===== src/rtl/regfile_pkg.sv =====
// Shared constants for the scoreboarded register file.
// Default sizes and RISC-V ABI register indices.
package regfile_pkg;

    localparam int XLEN_DEF  = 32;
    localparam int NREGS_DEF = 32;
    localparam int AW        = $clog2(NREGS_DEF);

    localparam logic [AW-1:0] ZERO = 5'd0;
    localparam logic [AW-1:0] RA   = 5'd1;
    localparam logic [AW-1:0] SP   = 5'd2;
    localparam logic [AW-1:0] GP   = 5'd3;
    localparam logic [AW-1:0] TP   = 5'd4;
    localparam logic [AW-1:0] T0   = 5'd5;
    localparam logic [AW-1:0] T1   = 5'd6;
    localparam logic [AW-1:0] T2   = 5'd7;
    localparam logic [AW-1:0] S0   = 5'd8;
    localparam logic [AW-1:0] S1   = 5'd9;
    localparam logic [AW-1:0] A0   = 5'd10;
    localparam logic [AW-1:0] A1   = 5'd11;
    localparam logic [AW-1:0] A2   = 5'd12;
    localparam logic [AW-1:0] A3   = 5'd13;
    localparam logic [AW-1:0] A4   = 5'd14;
    localparam logic [AW-1:0] A5   = 5'd15;
    localparam logic [AW-1:0] A6   = 5'd16;
    localparam logic [AW-1:0] A7   = 5'd17;
    localparam logic [AW-1:0] S2   = 5'd18;
    localparam logic [AW-1:0] S3   = 5'd19;
    localparam logic [AW-1:0] S4   = 5'd20;
    localparam logic [AW-1:0] S5   = 5'd21;
    localparam logic [AW-1:0] S6   = 5'd22;
    localparam logic [AW-1:0] S7   = 5'd23;
    localparam logic [AW-1:0] S8   = 5'd24;
    localparam logic [AW-1:0] S9   = 5'd25;
    localparam logic [AW-1:0] S10  = 5'd26;
    localparam logic [AW-1:0] S11  = 5'd27;
    localparam logic [AW-1:0] T3   = 5'd28;
    localparam logic [AW-1:0] T4   = 5'd29;
    localparam logic [AW-1:0] T5   = 5'd30;
    localparam logic [AW-1:0] T6   = 5'd31;

endpackage


===== src/rtl/regfile_sb_multiport_sb_counter.sv =====
// Pending-writer counter for one architectural register.
// Decrement floors at zero; increments are pre-gated by the stall logic.
module sb_counter #(
    parameter int CNT_W = 2
) (
    input  logic             clk,
    input  logic             reset,
    input  logic             flush,
    input  logic             inc,
    input  logic             dec,
    output logic [CNT_W-1:0] cnt,
    output logic             is_zero,
    output logic             at_max
);

    logic [CNT_W-1:0] cnt_q;
    logic [CNT_W-1:0] cnt_d;
    logic             dec_ok;

    assign is_zero = (cnt_q == '0);
    assign at_max  = (cnt_q == '1);
    assign dec_ok  = dec && !is_zero;
    assign cnt     = cnt_q;

    always_comb begin
        cnt_d = cnt_q;
        if (flush)
            cnt_d = '0;
        else if (inc && !dec_ok)
            cnt_d = cnt_q + 1'b1;
        else if (dec_ok && !inc)
            cnt_d = cnt_q - 1'b1;
    end

    always_ff @(posedge clk) begin
        if (reset)
            cnt_q <= '0;
        else
            cnt_q <= cnt_d;
    end

endmodule


===== src/rtl/regfile_sb_multiport.sv =====
// Multi-port integer register file with per-register pending-writer
// scoreboard, writeback bypass and flush.
module regfile_sb_multiport
    import regfile_pkg::*;
#(
    parameter int XLEN   = XLEN_DEF,
    parameter int NREGS  = NREGS_DEF,
    parameter int NUM_RD = 2,
    parameter int CNT_W  = 2,
    localparam int AB    = $clog2(NREGS)
) (
    input  logic                   clk,
    input  logic                   reset,
    input  logic [NUM_RD-1:0]      rd_en,
    input  logic [NUM_RD*AB-1:0]   rd_addr,
    output logic [NUM_RD*XLEN-1:0] rd_data,
    output logic [NUM_RD-1:0]      rd_rdy,
    input  logic                   wb_we,
    input  logic [AB-1:0]          wb_addr,
    input  logic [XLEN-1:0]        wb_data,
    input  logic                   inv_we,
    input  logic [AB-1:0]          inv_addr,
    output logic                   inv_stall,
    input  logic                   flush,
    output logic                   source_not_ready,
    output logic                   sb_err
);

    logic [XLEN-1:0]        regs_q [NREGS];
    logic [NREGS*CNT_W-1:0] cnt_v;
    logic [NREGS-1:0]       zero_v;
    logic [NREGS-1:0]       max_v;
    logic [NREGS-1:1]       inc_v;
    logic [NREGS-1:1]       dec_v;

    logic [NUM_RD*XLEN-1:0] rd_data_q, rd_data_d;
    logic [NUM_RD-1:0]      rd_rdy_q, rd_rdy_d;
    logic [NUM_RD-1:0]      rd_en_q;
    logic                   sb_err_q, sb_err_d;

    logic [AB-1:0]          ra [NUM_RD];
    logic [NUM_RD-1:0]      hit;
    logic                   wb_on;

    assign wb_on = wb_we && (wb_addr != '0);

    // A same-cycle writeback frees a slot, so a full register may still allocate.
    assign inv_stall = inv_we && (inv_addr != '0) && max_v[inv_addr]
                     && !(wb_we && (wb_addr == inv_addr));

    assign cnt_v[CNT_W-1:0] = '0;
    assign zero_v[0]        = 1'b1;
    assign max_v[0]         = 1'b0;

    for (genvar r = 1; r < NREGS; r++) begin : g_cnt
        assign inc_v[r] = inv_we && (inv_addr == AB'(r)) && !inv_stall;
        assign dec_v[r] = wb_we && (wb_addr == AB'(r));
        sb_counter #(.CNT_W(CNT_W)) u_cnt (
            .clk     (clk),
            .reset   (reset),
            .flush   (flush),
            .inc     (inc_v[r]),
            .dec     (dec_v[r]),
            .cnt     (cnt_v[r*CNT_W +: CNT_W]),
            .is_zero (zero_v[r]),
            .at_max  (max_v[r])
        );
    end

    for (genvar i = 0; i < NUM_RD; i++) begin : g_port
        assign ra[i]  = rd_addr[i*AB +: AB];
        assign hit[i] = wb_on && (wb_addr == ra[i]);
    end

    always_comb begin
        rd_data_d = rd_data_q;
        rd_rdy_d  = '0;
        for (int i = 0; i < NUM_RD; i++) begin
            if (rd_en[i]) begin
                if (ra[i] == '0)
                    rd_data_d[i*XLEN +: XLEN] = '0;
                else if (hit[i])
                    rd_data_d[i*XLEN +: XLEN] = wb_data;
                else
                    rd_data_d[i*XLEN +: XLEN] = regs_q[ra[i]];
                // Pending allocate in this cycle is deliberately not seen.
                rd_rdy_d[i] = flush || zero_v[ra[i]]
                    || (hit[i]
                        && cnt_v[ra[i]*CNT_W +: CNT_W] == CNT_W'(1));
            end
        end
    end

    assign sb_err_d = sb_err_q || (wb_on && zero_v[wb_addr]);

    always_ff @(posedge clk) begin
        if (reset) begin
            for (int k = 0; k < NREGS; k++)
                regs_q[k] <= '0;
            rd_data_q <= '0;
            rd_rdy_q  <= '0;
            rd_en_q   <= '0;
            sb_err_q  <= 1'b0;
        end else begin
            if (wb_on)
                regs_q[wb_addr] <= wb_data;
            rd_data_q <= rd_data_d;
            rd_rdy_q  <= rd_rdy_d;
            rd_en_q   <= rd_en;
            sb_err_q  <= sb_err_d;
        end
    end

    assign rd_data          = rd_data_q;
    assign rd_rdy           = rd_rdy_q;
    assign source_not_ready = |(rd_en_q & ~rd_rdy_q);
    assign sb_err           = sb_err_q;

endmodule


===== config.mk =====
export PLATFORM = sky130hd
export DESIGN_NAME = regfile_sb_multiport
export DESIGN_NICKNAME = d
export VERILOG_FILES = /design/src/rtl/regfile_pkg.sv /design/src/rtl/regfile_sb_multiport_sb_counter.sv /design/src/rtl/regfile_sb_multiport.sv
export SDC_FILE = /design/constraint.sdc
export NUM_CORES = 2
export LEC_CHECK = 0
export CORE_UTILIZATION = 35
export DETAILED_ROUTE_END_ITERATION = 8
export SLEW_MARGIN = 30
export SYNTH_ARGS = -nofsm -noshare
export SYNTH_HDL_FRONTEND = slang
export SYNTH_SLANG_ARGS = --single-unit

===== constraint.sdc =====
create_clock -name clk -period 8.59 [get_ports clk]
set_clock_uncertainty 0.1 [all_clocks]
set_input_delay 1.718 -clock clk [delete_from_list [all_inputs] [get_ports clk]]
set_output_delay 1.718 -clock clk [all_outputs]
set_load 0.02 [all_outputs]

==> impl_metrics.py <==
metrics = {
    "layout": {
        "n_fill_cell": 16100,
        "fin_cells": 6851,
        "layout.nets": 4488,
        "layout-drive-gt1-share": 0.221,
        "final_area_um2": 70600,
        "syn2layout_area_growth_pct": 13.5,
        "final_core_util": 0.400,
    },
    "floorplan": {
        "die_w_um": 424,
        "initial_core_util": 0.353,
        "die_area_um2": 179000,
        "fp.dieH_um": 424,
        "row_count": 154,
        "io_pins": 128,
        "core_um2": 176000,
    },
    "place": {
        "place_ws_ps": 2090,
        "numPortBuffers": 127,
        "hpwl_um": 126000,
        "dp_cells": 6599,
        "gp_congestion": 0.880,
        "placed_area_um2": 66300,
    },
    "power": {
        "peakVddDrop_mv": 0.144,
        "power_density_nw_per_um2": 195,
        "power_leakage_nw": 23.9,
        "totalPowerFinal_mw": 13.8,
    },
    "status": {
        "violations": "DRC",
        "status": "complete, but fails checks",
    },
    "detailed_routing": {
        "drt.antenna.violating_nets": 0,
        "drc_errors": 16,
        "viasPerCell": 5.97,
        "first_iter_violations": 5805,
        "drt_wl_total_um": 212000,
        "dr_total_vias": 40900,
        "wl_per_cell_um": 30.9,
        "drtPass1Iterations": 9,
    },
    "sta": {
        "timing.final.ws_setup_ps": 2030,
        "worstMarginPinSlew_ps": 1040,
        "hold_violations": 0,
        "tns_ps": 0,
        "max_freq_mhz": 152,
        "drv_slew": 0,
        "relSlewSlack": 0.304,
        "post-route-min-period_ps": 6560,
        "hold_ws_ps": 381,
        "finalCritPeriodShare": 0.764,
        "rsz0062_at_grt": "false",
        "setup_viol": 0,
    },
    "global_routing": {
        "antenna_found_initial": 13,
        "grt_pass1_wl_um": 303000,
        "grt_pass1_vias": 40800,
        "grt_max_degree": 105,
        "grt-ovfl-total": 0,
        "grt_usage": 0.234,
    },
    "synth": {
        "synth_seq_area_share": 0.537,
        "synth_edf_count": 1024,
        "synth_top_flop_cell": "edfxtp_1",
        "syn_area_per_cell_um2": 14.0,
        "ys_warn_count": 0,
        "syn_inst": 4436,
        "synth_area_um2": 62200,
        "synth_async_sr_flop_share": 0,
        "synth_cell_types": 63,
        "ys_ff_latch": 1155,
    },
    "worst_setup_path": {
        "crit_arrival_ps": 4740,
        "crit_fanout": 14,
        "cp-start-kind": "primary input",
        "crit_type": "primary input to output pin",
        "worstSetupEndpointType": "output pin",
        "critical_path_required_ps": 6770,
    },
    "clocking": {
        "cts_root_buffer": "clkbuf_16",
        "clockBufferDepth": 3,
        "cts_tree": "built",
        "cts_made_buffers": 132,
        "h-tree-depth": 4,
        "clkSinkCount": 1155,
        "clk_pin_slew_ps": 60,
        "cts_hold_buf": 0,
        "clock_latency_ps": 790,
        "cts_resized": 0,
        "post_cts_buffers": 0,
    },
    "job": {
        "drv_cap": 0,
    },
    "min_path": {
        "hold_path.class": "flip-flop to flip-flop",
    },
}
power breakdown:
group	internal (mW)	switching, mW	leakage (nW)
clock network	3.14	2.43	2.04
registers	6.42	0.171	10.8
logic	0.680	0.926	11.0
total	10.2	3.52	23.9
layer usage:
| layer | track usage | part of all wire | up-vias |
|---|---|---|---|
| met5 | 0 | 0.000099 | - |
| met3 | 0.0446 | 0.094 | 426 |
| met1 | 0.313 | 0.39 | 21400 |
| met4 | 0.0828 | 0.036 | 4 |
| met2 | 0.380 | 0.48 | 2261 |
| li1 | - | - | 16800 |
kinds of logic (layout without fill, tap and decap cells):
group | count (synthesis) | in the layout | share of synthesized area
simple gates | 1632 | 1632 | 0.147
flops | 1155 | 1155 | 0.537
mux | 698 | 698 | 0.226
buf+inv | 478 | 517 | 0.0321
compound gates | 364 | 364 | 0.0409
xor+xnor | 77 | 77 | 0.0108
fa+ha+maj | 31 | 31 | 0.00624
other cells | 1 | 37 | 0.0000603
worst max-delay path: stages:
cell and delay [ps]:
clkdlybuf4s50_1 890, nand2b_1 480, a21oi_1 100, o41ai_1 370, o2111ai_1 200, a21oi_2 310, clkdlybuf4s50_1 660
flip-flops by register name, indices dropped and copies added, names as in the netlist:
name / cells
rd_en_q: 2
rd_rdy: 2
regs_q: 1024
g_cnt.u_cnt.cnt: 62
sb_err: 1
rd_data: 64
worst paths after layout:
kind,from,slack (ps),end,cells after the start
setup / recovery,inv_addr[1],2030,inv_stall,7
setup reg to reg,g_cnt[4].u_cnt.cnt[0]$_SDFFE_PP0P_,5310,g_cnt[11].u_cnt.cnt[1]$_SDFFE_PP0P_,10
hold reg to reg,rd_data[41]$_SDFFE_PP0P_,380,rd_data[41]$_SDFFE_PP0P_,2
hold / removal,rd_data[41]$_SDFFE_PP0P_,380,rd_data[41]$_SDFFE_PP0P_,2
final cells by class:
cell class,instances,area (um2),area share
Antenna cell,5,12.5,0.000177
Timing Repair Buffer,256,2400,0.0340
Sequential cell,1155,33400,0.473
Clock buffer,184,3600,0.0510
Clock inverter,58,592,0.00839
Multi-Input combinational cell,2834,27600,0.391
Tap cell,2340,2930,0.0415
Inverter,19,76.3,0.00108
cell usage in the layout (no fill, tap or decap), types with 28 or more instances in the layout:
master,count
a21oi_1,60
a222oi_1,32
a22oi_1,33
a32oi_1,64
and2_1,994
buf_2,28
buf_4,113
clkbuf_1,44
clkbuf_16,134
clkdlybuf4s50_1,91
conb_1,32
dfxtp_1,131
edfxtp_1,1024
ha_1,31
mux2i_1,131
mux4_2,567
nand2_1,284
nand3_1,42
nor2_1,103
nor2_4,34
o21ai_0,47
o21ai_4,31
o22ai_1,36
or3_1,39
xor2_1,67
synth_stat cells, drive strengths merged (3+ instances only):
cell	instances	area, um2
edfxtp	1024	30700
and2	996	6230
mux4	567	12800
clkbuf	334	1250
nand2	284	1070
nor2	138	521
dfxtp	131	2620
mux2i	131	1310
buf	125	669
o21ai	78	390
xor2	67	587
a32oi	64	561
a21oi	61	305
nand3	42	210
or3	39	244
o22ai	36	225
a22oi	33	248
a222oi	32	320
ha	31	388
nor3	28	140
nor4	24	156
inv	19	71.3
nand2b	19	119
nor3b	18	135
a211oi	17	128
nor2b	12	75.1
nand3b	11	82.6
xnor2	10	87.6
a31oi	9	56.3
nor4b	7	61.3
o211ai	6	45.0
or4	5	37.5
a211o	4	35.0
o41ai	4	53.8
a311oi	3	26.3
o2111ai	3	26.3
Power figures use the tool's default switching activity.
